<file path="config.mk">
export PLATFORM = sky130hd
export DESIGN_NAME = alu_arbiter_flat
export DESIGN_NICKNAME = d
export VERILOG_FILES = /design/src/rtl/alu_pkg.sv /design/src/rtl/alu_arbiter_if.sv /design/src/rtl/alu_arbiter_rr_pick.sv /design/src/rtl/alu_arbiter.sv /design/src/flat_wrapper.sv
export SDC_FILE = /design/constraint.sdc
export NUM_CORES = 1
export LEC_CHECK = 0
export ABC_CLOCK_PERIOD_IN_PS = 1990
export BUFFER_PORTS_ARGS = -buffer_cell sky130_fd_sc_hd__buf_2
export CAP_MARGIN = 10
export CELL_PAD_IN_SITES_DETAIL_PLACEMENT = 1
export CELL_PAD_IN_SITES_GLOBAL_PLACEMENT = 2
export CORE_UTILIZATION = 28
export CTS_BUF_LIST = sky130_fd_sc_hd__clkbuf_8
export DETAILED_ROUTE_END_ITERATION = 10
export GPL_TIMING_DRIVEN = 0
export HOLD_SLACK_MARGIN = 0.1
export PLACE_DENSITY = 0.8
export SLEW_MARGIN = 20
export SYNTH_ARGS = -nofsm -noshare
export SYNTH_HDL_FRONTEND = slang
export SYNTH_SLANG_ARGS = --single-unit
</file>
<file path="constraint.sdc">
create_clock -name clk -period 1.99 [get_ports clk]
set_clock_uncertainty 0.15 [all_clocks]
set_input_delay 0.0995 -clock clk [delete_from_list [all_inputs] [get_ports clk]]
set_output_delay 0.0995 -clock clk [all_outputs]
set_load 0.01 [all_outputs]
</file>
<file path="src/rtl/alu_pkg.sv">
// Shared definitions for the ALU arbiter slice.
// Contents: requester count, arbiter FSM state type, ALU select encodings,
// and a helper that turns a requester index into a one-hot vector.
package alu_pkg;

  localparam int unsigned NREQ = 2;

  typedef enum logic [1:0] {
    ST_IDLE = 2'd0,
    ST_EXEC = 2'd1,
    ST_RESP = 2'd2
  } state_t;

  // ALU select encodings; the arbiter passes select through untouched.
  localparam logic [3:0] ALU_ADD = 4'b0000;
  localparam logic [3:0] ALU_SUB = 4'b0010;
  localparam logic [3:0] ALU_AND = 4'b0100;
  localparam logic [3:0] ALU_OR  = 4'b0101;
  localparam logic [3:0] ALU_XOR = 4'b0110;

  function automatic logic [NREQ-1:0] id_onehot(input logic id);
    return id ? 2'b10 : 2'b01;
  endfunction

endpackage

</file>
<file path="src/rtl/alu_arbiter_if.sv">
// Requester-side bus of the ALU arbiter.
// Requests: req_valid/req_ready per requester, packed operands req_a/req_b
// (requester i at [i*WIDTH +: WIDTH]) and req_sel ([i*4 +: 4]).
// Responses: rsp_valid (one-hot or zero), rsp_ready per requester, and the
// shared held result rsp_out/rsp_cout/rsp_z.
// master = requester side, slave = arbiter side.
interface alu_arbiter_if #(
  parameter int unsigned WIDTH = 32
) ();

  logic [1:0]         req_valid;
  logic [1:0]         req_ready;
  logic [2*WIDTH-1:0] req_a;
  logic [2*WIDTH-1:0] req_b;
  logic [7:0]         req_sel;
  logic [1:0]         rsp_valid;
  logic [1:0]         rsp_ready;
  logic [WIDTH-1:0]   rsp_out;
  logic               rsp_cout;
  logic               rsp_z;

  modport master (
    output req_valid, req_a, req_b, req_sel, rsp_ready,
    input  req_ready, rsp_valid, rsp_out, rsp_cout, rsp_z
  );

  modport slave (
    input  req_valid, req_a, req_b, req_sel, rsp_ready,
    output req_ready, rsp_valid, rsp_out, rsp_cout, rsp_z
  );

endinterface

</file>
<file path="src/rtl/alu_arbiter_rr_pick.sv">
// Two-way round-robin grant selection.
// Ports: valid[1:0] request vector, last_grant index of the previous winner,
// grant[1:0] one-hot winner (zero when nothing is valid).
module rr_pick
  import alu_pkg::*;
(
  input  logic [NREQ-1:0] valid,
  input  logic            last_grant,
  output logic [NREQ-1:0] grant
);

  always_comb begin
    grant = '0;
    if (&valid) begin
      // Contention: favour whichever requester did not win last time.
      grant = last_grant ? 2'b01 : 2'b10;
    end else begin
      grant = valid;
    end
  end

endmodule

</file>
<file path="src/rtl/alu_arbiter.sv">
// Arbitrates two requesters onto one external combinational ALU.
// Ports: clk, rst_n (async, active-low); bus (alu_arbiter_if.slave) carrying
// request/response handshakes; alu_a/alu_b/alu_sel drive the external ALU,
// alu_out/alu_cout/alu_z return its result; done_cnt holds a 16-bit
// completed-operation counter per requester ([i*16 +: 16]).
// Flow: IDLE grants one requester, EXEC waits one cycle for the ALU, RESP
// holds the result until its owner consumes it.
module alu_arbiter
  import alu_pkg::*;
#(
  parameter int unsigned WIDTH = 32,
  parameter int unsigned NREQ  = alu_pkg::NREQ
) (
  input  logic               clk,
  input  logic               rst_n,
  alu_arbiter_if.slave       bus,
  output logic [WIDTH-1:0]   alu_a,
  output logic [WIDTH-1:0]   alu_b,
  output logic [3:0]         alu_sel,
  input  logic [WIDTH-1:0]   alu_out,
  input  logic               alu_cout,
  input  logic               alu_z,
  output logic [2*16-1:0]    done_cnt
);

  state_t           state_q;
  logic             id_q;
  logic             last_grant_q;
  logic [NREQ-1:0]  grant;
  logic [WIDTH-1:0] rsp_out_q;
  logic             rsp_cout_q;
  logic             rsp_z_q;
  logic [15:0]      cnt0_q;
  logic [15:0]      cnt1_q;
  logic [WIDTH-1:0] pick_a;
  logic [WIDTH-1:0] pick_b;
  logic [3:0]       pick_sel;

  rr_pick u_rr_pick (
    .valid      (bus.req_valid),
    .last_grant (last_grant_q),
    .grant      (grant)
  );

  // rst_n gates req_ready so no handshake is offered while reset is held.
  assign bus.req_ready = (rst_n && (state_q == ST_IDLE)) ? grant : '0;
  assign bus.rsp_valid = (state_q == ST_RESP) ? id_onehot(id_q) : '0;
  assign bus.rsp_out   = rsp_out_q;
  assign bus.rsp_cout  = rsp_cout_q;
  assign bus.rsp_z     = rsp_z_q;
  assign done_cnt      = {cnt1_q, cnt0_q};

  always_comb begin
    pick_a   = bus.req_a[0 +: WIDTH];
    pick_b   = bus.req_b[0 +: WIDTH];
    pick_sel = bus.req_sel[0 +: 4];
    if (grant[1]) begin
      pick_a   = bus.req_a[WIDTH +: WIDTH];
      pick_b   = bus.req_b[WIDTH +: WIDTH];
      pick_sel = bus.req_sel[4 +: 4];
    end
  end

  always_ff @(posedge clk or negedge rst_n) begin
    if (!rst_n) begin
      state_q      <= ST_IDLE;
      id_q         <= 1'b0;
      last_grant_q <= 1'b1;
      alu_a        <= '0;
      alu_b        <= '0;
      alu_sel      <= '0;
      rsp_out_q    <= '0;
      rsp_cout_q   <= 1'b0;
      rsp_z_q      <= 1'b0;
      cnt0_q       <= '0;
      cnt1_q       <= '0;
    end else begin
      case (state_q)
        ST_IDLE: begin
          if (|grant) begin
            id_q         <= grant[1];
            last_grant_q <= grant[1];
            alu_a        <= pick_a;
            alu_b        <= pick_b;
            alu_sel      <= pick_sel;
            state_q      <= ST_EXEC;
          end
        end
        ST_EXEC: begin
          rsp_out_q  <= alu_out;
          rsp_cout_q <= alu_cout;
          rsp_z_q    <= alu_z;
          state_q    <= ST_RESP;
        end
        ST_RESP: begin
          if (bus.rsp_ready[id_q]) begin
            if (id_q) cnt1_q <= cnt1_q + 16'd1;
            else      cnt0_q <= cnt0_q + 16'd1;
            state_q <= ST_IDLE;
          end
        end
        default: state_q <= ST_IDLE;
      endcase
    end
  end

endmodule
</file>
<file path="src/flat_wrapper.sv">
// flat-port wrapper written by rule: the top's interface ports become plain ports
module alu_arbiter_flat import alu_pkg::*;
#(
  parameter int unsigned WIDTH = 32,
  parameter int unsigned NREQ  = alu_pkg::NREQ
)
  (clk, rst_n, alu_a, alu_b, alu_sel, alu_out, alu_cout, alu_z, done_cnt, bus_req_valid, bus_req_a, bus_req_b, bus_req_sel, bus_rsp_ready, bus_req_ready, bus_rsp_valid, bus_rsp_out, bus_rsp_cout, bus_rsp_z);
  alu_arbiter_if #(.WIDTH(WIDTH)) bus_i ();
  input  logic clk;
  input  logic rst_n;
  output logic [WIDTH-1:0] alu_a;
  output logic [WIDTH-1:0] alu_b;
  output logic [3:0] alu_sel;
  input  logic [WIDTH-1:0] alu_out;
  input  logic alu_cout;
  input  logic alu_z;
  output logic [2*16-1:0] done_cnt;
  input wire logic [$bits(bus_i.req_valid)-1:0] bus_req_valid;
  input wire logic [$bits(bus_i.req_a)-1:0] bus_req_a;
  input wire logic [$bits(bus_i.req_b)-1:0] bus_req_b;
  input wire logic [$bits(bus_i.req_sel)-1:0] bus_req_sel;
  input wire logic [$bits(bus_i.rsp_ready)-1:0] bus_rsp_ready;
  output wire logic [$bits(bus_i.req_ready)-1:0] bus_req_ready;
  output wire logic [$bits(bus_i.rsp_valid)-1:0] bus_rsp_valid;
  output wire logic [$bits(bus_i.rsp_out)-1:0] bus_rsp_out;
  output wire logic [$bits(bus_i.rsp_cout)-1:0] bus_rsp_cout;
  output wire logic [$bits(bus_i.rsp_z)-1:0] bus_rsp_z;
  assign bus_i.req_valid = bus_req_valid;
  assign bus_i.req_a = bus_req_a;
  assign bus_i.req_b = bus_req_b;
  assign bus_i.req_sel = bus_req_sel;
  assign bus_i.rsp_ready = bus_rsp_ready;
  assign bus_req_ready = bus_i.req_ready;
  assign bus_rsp_valid = bus_i.rsp_valid;
  assign bus_rsp_out = bus_i.rsp_out;
  assign bus_rsp_cout = bus_i.rsp_cout;
  assign bus_rsp_z = bus_i.rsp_z;
  alu_arbiter #(.WIDTH(WIDTH), .NREQ(NREQ)) u_core (.clk(clk), .rst_n(rst_n), .bus(bus_i), .alu_a(alu_a), .alu_b(alu_b), .alu_sel(alu_sel), .alu_out(alu_out), .alu_cout(alu_cout), .alu_z(alu_z), .done_cnt(done_cnt));
endmodule
</file>
==> flow_summary.yaml <==
sta:
  fmax_mhz: 535
  finalCriticalPeriod_ns: 1.87
  whs_ns: -0.329
  tightest_slew_ns: 0.373
  slew_headroom_pct: 75.0
  rsz0062_at_grt: "no"
  finalHoldViolCount: 83
  period_share_pct: 93.9
  final_max_slew_viol_count: 0
  setup_violations: 0
global_routing:
  grt_start_max_net_pins: 88
  grt_pass1_vias: 6705
  antenna_found_initial: 3
  track_usage_pct: 21.3
  grt_pass1_wl_um: 36000
  gr-total-overflow: 0
critical_path:
  worst_r2r_path_depth: 6
  cp_max_fo: 4
  crit_cells: 5
  slowest_stage: "dfstp_2"
  critical_path.max_stage_delay_ns: 0.54
  r2r_slack_ns: 0.13
  cp.arrival_ns: 1.62
  criticalPathCategory: "register to primary output"
  r2r_end: "u_core.alu_a[27]"
  path_delay_family: "flip-flops"
  endpoint_kind: "primary output"
  cp_num_buf_inv: 3
  startpoint: "u_core.last_grant_q"
  regToRegStartpoint: "u_core.last_grant_q"
  required_ns: 1.74
  crit_chain: "a21boi_0 -> buf_4 -> buf_12 -> and3_4 -> buf_6"
  crit_path_end: "bus_req_ready[1]"
  cp-start-kind: "register"
place:
  gp_congestion: 0.769
  placed_area_mm2: 0.00801
  hpwl_um: 14400
  portBuffers: 313
synth:
  yosysWarnings: 0
  synth.ff_latch_count: 138
  synth_cells: 512
  synth_top_area_cell: "dfrtp_1"
  synth_area_per_cell_um2: 11.8
  syn-num-nets: 690
  netlist_top_cells_area: "dfrtp_1 57%, mux2i_1 11%, mux2_2 6.3%, a21oi_1 5.9%, nor2_1 4.8%"
  seq_area_frac_synth_pct: 57.0
  ys_types: 34
  synth_area_mm2: 0.00606
  yosys.area.top_type_share_pct: 56.5
floorplanning:
  dieWidth_um: 149
  start_util_pct: 28.7
  die_y_um: 149
  die_area_mm2: 0.0223
  io_pins: 314
  core-area_mm2: 0.0212
  row_count: 53
clocking:
  root_buffer: "clkbuf_8"
  clkLatencyLatePin_ns: 0.44
  cts.sink_count: 138
  cts.reportedPaths.clkPinSlew_ns: 0.08
  clk_path_buf_depth: 2
  cts_tree: "yes"
  ctsHoldBuffers: 177
  h-tree-depth: 4
  cts_buffers: 17
flow_run:
  drv_cap: 0
drt:
  wl_um: 23600
  avgRoutedWirePerCell_um: 17.9
  viasPerCell: 4.54
  drt.antenna.violating_nets: 0
  drc: 0
  initialDrtViolationCount: 122
  vias: 5987
  drt_first_pass_iters: 4
hold_path:
  hp-class: "input pin to asynchronous set/reset pin"
pwr:
  power_w: 0.0125
  power.density_mw_per_mm2: 1210
  vdd_drop_max_uv: 564
  p_leak_nw: 5.00
layout:
  final_nets: 1206
  post-route-cell-area_mm2: 0.0103
  drive_gt1_share_pct: 41.1
  finish.utilization_pct: 48.9
  area_growth_pct: 70.5
outcome:
  violations: "negative hold slack"
  status: "finished, violations left"
[metrics by stage]
step	TNS, ns	setup slack (ns)	std cells	hold WS (ns)
3_5_place_dp	-1.18	-0.0554	1101	-0.0995
4_1_cts	0	0.00869	1312	-0.357
2_1_floorplan	0	0.306	512	-0.346
5_1_grt	0	0.0177	1319	-0.336
6_report	0	0.121	1319	-0.329
3_3_place_gp	-207.08	-1.53	1100	0.142
[logic make-up (layout without fill, tap and decap cells)]
group | after synthesis | after routing | synth area share [%]
AND/OR/NAND/NOR | 132 | 132 | 11.1
multiplexers | 102 | 102 | 17.5
buffers and inverters | 32 | 561 | 3.09
adder cells (fa/ha/maj) | 2 | 2 | 0.413
XOR/XNOR | 30 | 30 | 4.46
other | 0 | 3 | 0
AO/OA/AOI/OAI | 76 | 76 | 6.46
flip-flops | 138 | 138 | 57.0
[repair_timing]
item,in CTS,in global routing
hold endpoints to repair,267,137
buffers inserted,2,3
endpoints found under the setup margin,57,4
cloned,0,1
gates resized for setup,9,2
[synthesized netlist by cell type (all sizes together)]
master and count:
dfrtp 137, nor2 77, a21oi 71, mux2i 68, mux2 34, buf 27
xnor2 23, nand2 21, nand3 12, xor2 7, inv 5, and3 4
nand4 4, nor4 4, and4 2, ha 2, a21bo 1, a21boi 1
a31oi 1, and4bb 1, dfstp 1, nand2b 1, nand4b 1, nand4bb 1
nor3 1, o21a 1, o21ai 1, or2 1, or2b 1, or4 1
[metal layers]
| layer | track usage (%) | share of wire (%) |
|---|---|---|
| met1 | 23.7 | 39 |
| met2 | 38.6 | 53 |
| met3 | 4.71 | 4.5 |
| met4 | 9.74 | 3.3 |
| met5 | 0 | 0 |
[how the worst min path moves through the flow]
stage                                 from                  end  depth (start not counted)
after detailed placement             rst_n    u_core.cnt1_q[15]                          1
final                                rst_n    u_core.cnt1_q[15]                          4
after CTS                            rst_n    u_core.cnt1_q[15]                          4
after global placement    bus_req_valid[0]  u_core.last_grant_q                          2
after floorplan                      rst_n      u_core.alu_a[0]                          0
after global routing                 rst_n    u_core.cnt1_q[15]                          4
[worst register-to-register path: stages, from the launching register on]
cell	delay, ns
dfstp_2	0.37
a21boi_0	0.16
buf_4	0.17
buf_4	0.16
buf_2	0.31
mux2i_1	0.30
a21oi_1	0.12
[final cells by class]
class	instances	area, µm²
multi-input combinational	342	2430
inverter	5	18.8
timing repair buffer	497	3500
antenna	3	7.51
buffer	27	189
sequential	138	3460
clock buffer	18	248
tap	275	344
fill	2388	10800
clock inverter	14	148
[state kept, by name (all words and copies together) (netlist names)]
name	flops
u_core.bus.rsp_cout	1
u_core.cnt0_q	16
u_core.id_q	1
u_core.bus.rsp_out	32
u_core.state_q	2
u_core.last_grant_q	1
u_core.bus.rsp_z	1
u_core.alu_sel	4
u_core.alu_a	32
u_core.cnt1_q	16
u_core.alu_b	32
[layout by cell type, fill, tap and decap left out, types with 4 or more instances in the layout]
master | synthesis | routed
buf_4 | 1 | 7
buf_2 | 21 | 329
mux2_2 | 34 | 34
mux2i_1 | 68 | 68
xnor2_1 | 22 | 22
nand3_1 | 12 | 12
inv_1 | 5 | 7
a21oi_1 | 71 | 71
xor2_1 | 7 | 7
buf_6 | 5 | 6
dlygate4sd3_1 | 0 | 174
buf_16 | 0 | 4
nor2_1 | 77 | 76
clkbuf_8 | 0 | 18
nand2_1 | 21 | 21
dfrtp_1 | 137 | 136
nand4_1 | 4 | 4
[report_power, final]
group,internal [W],switching [W]
Sequential,0.00397,0.000713
Combinational,0.00252,0.00296
Clock,0.00115,0.00118
(Power assumes the default switching activity.)
